## config.mk

```make
export PLATFORM = sky130hd
export DESIGN_NAME = score_run_controller
export DESIGN_NICKNAME = d
export VERILOG_FILES = /design/src/rtl/score_run_controller_pkg.sv /design/src/rtl/score_run_controller_bcd4_counter.sv /design/src/rtl/score_run_controller.sv
export SDC_FILE = /design/constraint.sdc
export NUM_CORES = 1
export LEC_CHECK = 0
export BUFFER_PORTS_ARGS = -buffer_cell sky130_fd_sc_hd__buf_2
export CAP_MARGIN = 20
export CORE_ASPECT_RATIO = 1.75
export CORE_MARGIN = 2
export CORE_UTILIZATION = 45
export DETAILED_ROUTE_END_ITERATION = 8
export HOLD_SLACK_MARGIN = 0.1
export PLACE_DENSITY = 0.77
export SYNTH_ARGS = -nofsm -noshare
export SYNTH_HDL_FRONTEND = slang
export SYNTH_HIERARCHICAL = 1
export SYNTH_SLANG_ARGS = --single-unit
```

## constraint.sdc

```tcl
create_clock -name clk -period 5.1 [get_ports clk]
set_clock_uncertainty 0.15 [all_clocks]
set_input_delay 1.02 -clock clk [delete_from_list [all_inputs] [get_ports clk]]
set_output_delay 1.02 -clock clk [all_outputs]
set_load 0.05 [all_outputs]
```

## src/rtl/score_run_controller_pkg.sv

```systemverilog
// Shared encodings and widths for the game-flow controller and its delegates.
package score_run_controller_pkg;

    localparam int unsigned BcdDigitW = 4;
    localparam int unsigned ScoreW    = 16;
    localparam int unsigned NumDigits = ScoreW / BcdDigitW;

    // Encodings are shared with the score display and obstacle logic; do not renumber.
    typedef enum logic [1:0] {
        GsIdle = 2'b00,
        GsDead = 2'b01,
        GsRun  = 2'b10
    } game_state_e;

endpackage

```

## src/rtl/score_run_controller_bcd4_counter.sv

```systemverilog
// Four-digit BCD up-counter with synchronous clear; 9999 wraps to 0000.
module bcd4_counter
    import score_run_controller_pkg::*;
(
    input  logic              clk_i,
    input  logic              rst_ni,
    input  logic              clr_i,
    input  logic              inc_i,
    output logic [ScoreW-1:0] count_o
);

    logic [ScoreW-1:0] count_d, count_q;
    logic              carry;

    // Ripple the increment through the digits; clear wins over increment.
    always_comb begin
        count_d = count_q;
        carry   = inc_i;
        for (int i = 0; i < int'(NumDigits); i++) begin
            if (carry) begin
                if (count_q[i*BcdDigitW +: BcdDigitW] == 4'd9) begin
                    count_d[i*BcdDigitW +: BcdDigitW] = 4'd0;
                end else begin
                    count_d[i*BcdDigitW +: BcdDigitW] = count_q[i*BcdDigitW +: BcdDigitW] + 4'd1;
                    carry = 1'b0;
                end
            end
        end
        if (clr_i) begin
            count_d = '0;
        end
    end

    // Count register.
    always_ff @(posedge clk_i or negedge rst_ni) begin
        if (!rst_ni) begin
            count_q <= '0;
        end else begin
            count_q <= count_d;
        end
    end

    assign count_o = count_q;

endmodule

```

## src/rtl/score_run_controller.sv

```systemverilog
// Game-flow controller: idle/run/game-over sequencing, score ticks, high score, speed level.
module score_run_controller
    import score_run_controller_pkg::*;
#(
    parameter int unsigned TICKS_PER_POINT  = 6,
    parameter int unsigned POINTS_PER_LEVEL = 100,
    parameter int unsigned MAX_LEVEL        = 7,
    parameter int unsigned DEAD_HOLD        = 60
) (
    input  logic              clk,
    input  logic              rst_n,
    input  logic              frame_tick,
    input  logic              start_btn,
    input  logic              collision,
    output logic [1:0]        gameState,
    output logic              score_tick,
    output logic [ScoreW-1:0] score_bcd,
    output logic [ScoreW-1:0] hi_bcd,
    output logic [2:0]        speed_level,
    output logic              new_hi
);

    localparam int unsigned FrameW = $clog2(TICKS_PER_POINT + 1);
    localparam int unsigned LvlW   = $clog2(POINTS_PER_LEVEL + 1);
    localparam int unsigned HoldW  = $clog2(DEAD_HOLD + 1);

    localparam logic [FrameW-1:0] FrameLast = FrameW'(TICKS_PER_POINT - 1);
    localparam logic [LvlW-1:0]   LvlLast   = LvlW'(POINTS_PER_LEVEL - 1);
    localparam logic [HoldW-1:0]  HoldMax   = HoldW'(DEAD_HOLD);
    localparam logic [2:0]        LevelMax  = 3'(MAX_LEVEL);

    game_state_e       state_d, state_q;
    logic              start_prev_q;
    logic              start_edge;
    logic [FrameW-1:0] frame_cnt_d, frame_cnt_q;
    logic [LvlW-1:0]   lvl_cnt_d, lvl_cnt_q;
    logic [2:0]        level_d, level_q;
    logic [HoldW-1:0]  hold_cnt_d, hold_cnt_q;
    logic [ScoreW-1:0] hi_d, hi_q;
    logic              new_hi_d, new_hi_q;
    logic              score_tick_q;
    logic [ScoreW-1:0] score;
    logic              point_due, restart, enter_dead;

    assign start_edge = start_btn & ~start_prev_q;

    // State register.
    always_ff @(posedge clk or negedge rst_n) begin
        if (!rst_n) begin
            state_q <= GsIdle;
        end else begin
            state_q <= state_d;
        end
    end

    // Next-state logic; start is only honoured in DEAD once the hold window has elapsed.
    always_comb begin
        state_d = state_q;
        unique case (state_q)
            GsIdle:  if (start_edge) state_d = GsRun;
            GsRun:   if (collision) state_d = GsDead;
            GsDead:  if (start_edge && hold_cnt_q == HoldMax) state_d = GsRun;
            default: state_d = GsIdle;
        endcase
    end

    // Control decode; collision suppresses a point due in the same cycle.
    always_comb begin
        point_due  = (state_q == GsRun) && frame_tick && !collision && (frame_cnt_q == FrameLast);
        enter_dead = (state_q == GsRun) && collision;
        restart    = (state_q == GsDead) && (state_d == GsRun);
    end

    // Datapath next-state: frame/point/level counters, dead-hold timer, high score.
    always_comb begin
        frame_cnt_d = frame_cnt_q;
        lvl_cnt_d   = lvl_cnt_q;
        level_d     = level_q;
        hold_cnt_d  = hold_cnt_q;
        hi_d        = hi_q;
        new_hi_d    = new_hi_q;

        if (state_q != GsRun) begin
            frame_cnt_d = '0;
        end else if (frame_tick && !collision) begin
            frame_cnt_d = point_due ? '0 : frame_cnt_q + 1'b1;
        end

        if (restart) begin
            lvl_cnt_d = '0;
            level_d   = '0;
            new_hi_d  = 1'b0;
        end else if (point_due) begin
            if (lvl_cnt_q == LvlLast) begin
                lvl_cnt_d = '0;
                if (level_q < LevelMax) level_d = level_q + 3'd1;
            end else begin
                lvl_cnt_d = lvl_cnt_q + 1'b1;
            end
        end

        if (enter_dead) begin
            hold_cnt_d = '0;
            // Plain binary compare orders packed BCD correctly.
            if (score > hi_q) begin
                hi_d     = score;
                new_hi_d = 1'b1;
            end else begin
                new_hi_d = 1'b0;
            end
        end else if (state_q == GsDead && frame_tick && hold_cnt_q < HoldMax) begin
            hold_cnt_d = hold_cnt_q + 1'b1;
        end
    end

    // Datapath registers; score_tick is the registered point strobe.
    always_ff @(posedge clk or negedge rst_n) begin
        if (!rst_n) begin
            start_prev_q <= 1'b0;
            frame_cnt_q  <= '0;
            lvl_cnt_q    <= '0;
            level_q      <= '0;
            hold_cnt_q   <= '0;
            hi_q         <= '0;
            new_hi_q     <= 1'b0;
            score_tick_q <= 1'b0;
        end else begin
            start_prev_q <= start_btn;
            frame_cnt_q  <= frame_cnt_d;
            lvl_cnt_q    <= lvl_cnt_d;
            level_q      <= level_d;
            hold_cnt_q   <= hold_cnt_d;
            hi_q         <= hi_d;
            new_hi_q     <= new_hi_d;
            score_tick_q <= point_due;
        end
    end

    bcd4_counter u_score (
        .clk_i   (clk),
        .rst_ni  (rst_n),
        .clr_i   (restart),
        .inc_i   (point_due),
        .count_o (score)
    );

    assign gameState   = state_q;
    assign score_tick  = score_tick_q;
    assign score_bcd   = score;
    assign hi_bcd      = hi_q;
    assign speed_level = level_q;
    assign new_hi      = new_hi_q;

endmodule

```

# == Word-level counts from Yosys, hierarchy flattened ==
# Index checks and enable logic that the tools add are counted.
# word_totals
reg_bits,56
inputBits,5
out_inout_bits,39
wordCells,93
# op_classes
addsub,8
order_cmp,3
n_eq_ne,11
mux,34
bitwise_logic,2
reduce_logical,22
# ops
op,count
$mux W4,8
$mux W3,7
$mux W7,3
$reduce_bool A2 Y1,9
$add A4 B1 Y4 const B,4
$eq A4 B4 Y1 const B,4
$gt A16 B16 Y1,1
$mux W16,1
$mux W6,2
$logic_and A1 B1 Y1,9
$mux W1,9
$add A7 B1 Y7 const B,1
$eq A7 B7 Y1 const B,1
$add A3 B1 Y3 const B,2
$add A6 B1 Y6 const B,1
$eq A6 B6 Y1 const B,1
$lt A6 B6 Y1 const B,1
$mux W2,3
$pmux W2 S3,1
$eq A2 B2 Y1 const B,2
$eq A3 B3 Y1 const B,1
$lt A3 B3 Y1 const B,1
$reduce_and A3 Y1,1
$eq A2 B1 Y1 const B,1
other kinds (6),6

# == Depth between registers and ports, before layout ==
# logic_depth
word_depth,9
depth_mapped,10
depth_no_buf,9

# == Modules after synthesis ==
# Netlist, hierarchy kept.
# by_module_without_submodules
module,n_inst,cells_each,area_per_inst_um2,seq_area_each_um2
score_run_controller,1,208,2279.7,1001.0
bcd4_counter,1,104,948.4,400.4

# == Worst setup path after synthesis ==
# OpenSTA, ideal clock, no wires.
# synth_path
kind,input -> register
start,input port collision
end,"register u_score.count_q[15], in the netlist u_score/count_o[15]"
setup_ns,0.082
arrival_time_ns,2.784
required_ns,4.868
setup_slack_ns,2.085
cell_stages,8
n_path_buf,1
cell_sequence,nand2b_1 > or3_1 > buf_2 > clkinv_2 > and4b_4 > nand3_4 > or4b_1 > a31oi_1
# synth_between
elab_chain_len,7
word_cells_on_any_way,12
cone_classes,1 x eq/ne; 6 x mux; 5 x reduce/logical
# synth_rtl
item,line_no,text
"start, declared",score_run_controller.sv:14,"input logic collision,"
$logic_not A1 Y1,score_run_controller.sv:69,point_due = (state_q == GsRun) && frame_tick && !collision && (frame_cnt_q == FrameLast);
$logic_and A1 B1 Y1 (2 in a row),score_run_controller.sv:69,
named net point_due,score_run_controller.sv:43,"logic point_due, restart, enter_dead;"
$mux W1 (3 in a row),score_run_controller_bcd4_counter.sv:20,if (carry) begin
$reduce_bool A2 Y1 (no line),-,
"end signal, assigned",score_run_controller_bcd4_counter.sv:39,count_q <= count_d;
"end, declared",score_run_controller_bcd4_counter.sv:12,"logic [ScoreW-1:0] count_d, count_q;"
# The timed path passes the listed nets, and every way through them passes these cells.
# A chain may end at the register's enable or synchronous reset.

# == Final worst setup path ==
# Same ends and word-level chain as after synthesis.

==> flow_metrics.py <==
metrics = {
    "run_status": {
        "status": "finished, final reports clean",
    },
    "routing": {
        "dr.pass1.iters": 4,
        "routedWlPerCell_um": 15.0,
        "viasPerCell": 5.65,
        "antenna_left": 0,
        "vias": 2485,
        "drc": 0,
        "wl_um": 6610,
        "dr.first_iter.drc_count": 158,
    },
    "synthesis": {
        "ys_top_cells_by_area": "dfrtp_1 43%, ha_1 12%, mux2_4 4.2%, a21oi_1 4.0%, inv_1 3.4%",
        "ys_warn_count": 6,
        "ys_seq_area_share_pct": 43.4,
        "async_flop_share_pct": 100,
        "synthCells": 312,
        "syn_nets": 347,
        "synth_area_leader_cell": "dfrtp_1",
        "ys_types": 58,
        "synth-seq-cells": 56,
        "synth_area_um2": 3230,
        "synth_edf_count": 0,
        "yosysTopAreaCellShare_pct": 43.4,
        "synth_flop_cell": "dfrtp_1",
        "postSynthAreaPerCell_um2": 10.3,
    },
    "critical_path": {
        "reg2reg_from": "u_score/count_o[1]",
        "cp-start-kind": "primary input",
        "worstSetupPathType": "primary input to flip-flop",
        "regToRegEndpoint": "hi_bcd[12]",
        "cp.required_ns": 5.16,
        "cp-end-kind": "flip-flop",
        "arrival_ns": 3.05,
        "reg2regPathDepth": 6,
        "critPathMaxFanout": 11,
        "r2r_slack_ns": 2.36,
    },
    "pwr": {
        "p_sw_share_pct": 30.8,
        "peakVddDrop_mv": 0.164,
        "pwr-share-seq_pct": 47.6,
        "intPower_uw": 734,
        "combPwrFrac_pct": 20.2,
        "power.switching_uw": 326,
        "pwr-share-clk_pct": 32.3,
        "power_mw": 1.06,
        "power.leakage_nw": 1.78,
        "powerDensity_nw_per_um2": 291,
    },
    "layout": {
        "drive_gt1_share_pct": 23.3,
        "fin_util_pct": 52.8,
        "area_delta_synth_final_pct": 13.0,
        "fin_nets": 390,
        "nFillCells": 598,
        "diodes": 0,
        "instances_no_fill": 440,
        "fin_area_um2": 3650,
    },
    "clock_tree": {
        "cts_buffers": 5,
        "cts_max_path_buffers": 2,
        "clk_latency_ns": 0.29,
        "cts_setup_buffers": 0,
        "htree_levels": 2,
        "cts.repair.resized": 0,
        "cts_tree": "yes",
        "ctsRootBufferMaster": "clkbuf_16",
        "clk_pin_slew_ns": 0.07,
        "cts.sinks": 56,
        "ctsHoldBuffers": 0,
    },
    "timing": {
        "report.final.slew_viol_count": 0,
        "fin_crit_sh_pct": 58.7,
        "tightest_slew_ns": 0.762,
        "slew_headroom_pct": 49.2,
        "rsz0062_at_grt": "false",
        "hold_ws_ns": 0.355,
        "layout_min_cycle_time_ns": 2.99,
        "fmax_ghz": 0.334,
        "post-route-worst-setup-slack_ns": 2.11,
        "setup_viol": 0,
        "fin_setup_tns_ns": 0,
        "hold_violations": 0,
    },
    "global_routing": {
        "grt_pass1_vias": 2436,
        "grt_pass1_wl_um": 10800,
        "antenna_found_initial": 0,
        "grt_overflow": 0,
        "globalRouteTotalUtil_pct": 17.7,
        "grt_max_degree": 52,
    },
    "placed_design": {
        "placedInstanceArea_um2": 3500,
        "post-place-ws_ns": 1.80,
        "io_buffers": 43,
        "dp_hpwl_um": 4800,
        "gp_congestion": 0.782,
        "placed_cells": 432,
    },
    "job": {
        "max_cap_violations": 0,
    },
    "worst_hold_path": {
        "worstHoldStart": "lvl_cnt_q[6]",
        "hold_depth": 1,
        "min_path_type": "flip-flop to flip-flop",
        "min_to": "lvl_cnt_q[6]",
    },
    "floorplanning": {
        "ios": 44,
        "core_region_area_um2": 6910,
        "dieWidth_um": 68.0,
        "start_util_pct": 46.7,
        "dieArea_um2": 7890,
        "fp.dieH_um": 116,
        "rows": 40,
    },
}
==> sequential cells by signal, summed over array words and instances, names as in the netlist <==
register,cells
new_hi,1
score_tick,1
hi_bcd,16
frame_cnt_q,3
u_score/count_o,16
gameState,2
hold_cnt_q,6
lvl_cnt_q,7
speed_level,3
start_prev_q,1
==> cell usage after synthesis (all sizes together), types with 2 or more instances <==
cell,n
nor2b,3
nand4,7
and3b,2
buf,5
a31oi,4
a311oi,2
or3,8
inv,29
mux2,17
ha,30
nand3,8
nand2,20
mux2i,6
nor3,4
nand2b,3
o21ai,11
nand4b,2
xor2,4
a211oi,3
clkinv,2
nor3b,3
nor2,28
clkbuf,3
dfrtp,56
xnor2,3
and4b,2
a22oi,2
a21oi,26
==> how the worst max path moves through the flow <==
stage               from  depth (start not counted)                  end
2_1_floorplan  collision                          8  u_score/count_o[15]
3_3_place_gp   collision                          8  u_score/count_o[15]
3_5_place_dp   collision                          8  u_score/count_o[15]
4_1_cts        collision                          8  u_score/count_o[15]
5_1_grt        collision                          8  u_score/count_o[15]
6_report       collision                          8  u_score/count_o[15]
==> cell usage in the layout, fill, tap and decap left out, types with 8 or more instances in the layout <==
| master | n |
|---|---|
| a21oi_1 | 26 |
| buf_2 | 43 |
| dfrtp_1 | 56 |
| ha_1 | 30 |
| inv_1 | 29 |
| mux2_2 | 8 |
| mux2_4 | 9 |
| nand2_1 | 19 |
| nor2_1 | 28 |
| o21ai_0 | 11 |
==> layer usage <==
layer	vias to the layer above	wire length [um]	GRT usage (%)
met5	-	0	0
met4	0	87	6.13
met3	7	268	2.62
met2	56	3590	32.8
met1	1239	2660	20.0
li1	1183	-	-
==> power by group through the flow <==
| stage | clock network [mW] | registers [mW] | logic [mW] |
|---|---|---|---|
| after floorplan | 0 | 0.561 | 0.113 |
| after global placement | 0 | 0.511 | 0.209 |
| after detailed placement | 0 | 0.512 | 0.217 |
| after CTS | 0.351 | 0.504 | 0.218 |
| after global routing | 0.369 | 0.508 | 0.234 |
| final | 0.342 | 0.504 | 0.214 |
==> cells by family after synthesis <==
group	after synthesis	synth area share, %
multiplexers	23	8.84
AND/OR/NAND/NOR	98	16.8
adder cells (fa/ha/maj)	30	11.6
AO/OA/AOI/OAI	59	11.9
flip-flops	56	43.4
buffers and inverters	39	5.46
XOR/XNOR	7	1.90
==> worst max-delay path, stage by stage <==
cell,delay [ns]
buf_2,0.10
nand2b_1,0.22
or3_1,0.44
clkinv_2,0.18
and4b_4,0.31
nand3_4,0.09
or4b_1,0.51
a31oi_1,0.17
==> layout make-up <==
class                           instances  area, um^2  area share, %
Clock buffer                            6         129           3.53
Timing Repair Buffer                   44         223           6.11
Tap cell                               84         105           2.88
Clock inverter                          2        16.3          0.446
Sequential cell                        56        1400           38.4
Inverter                               31         123           3.36
Multi-Input combinational cell        217        1650           45.2
(Power assumes the default switching activity.)
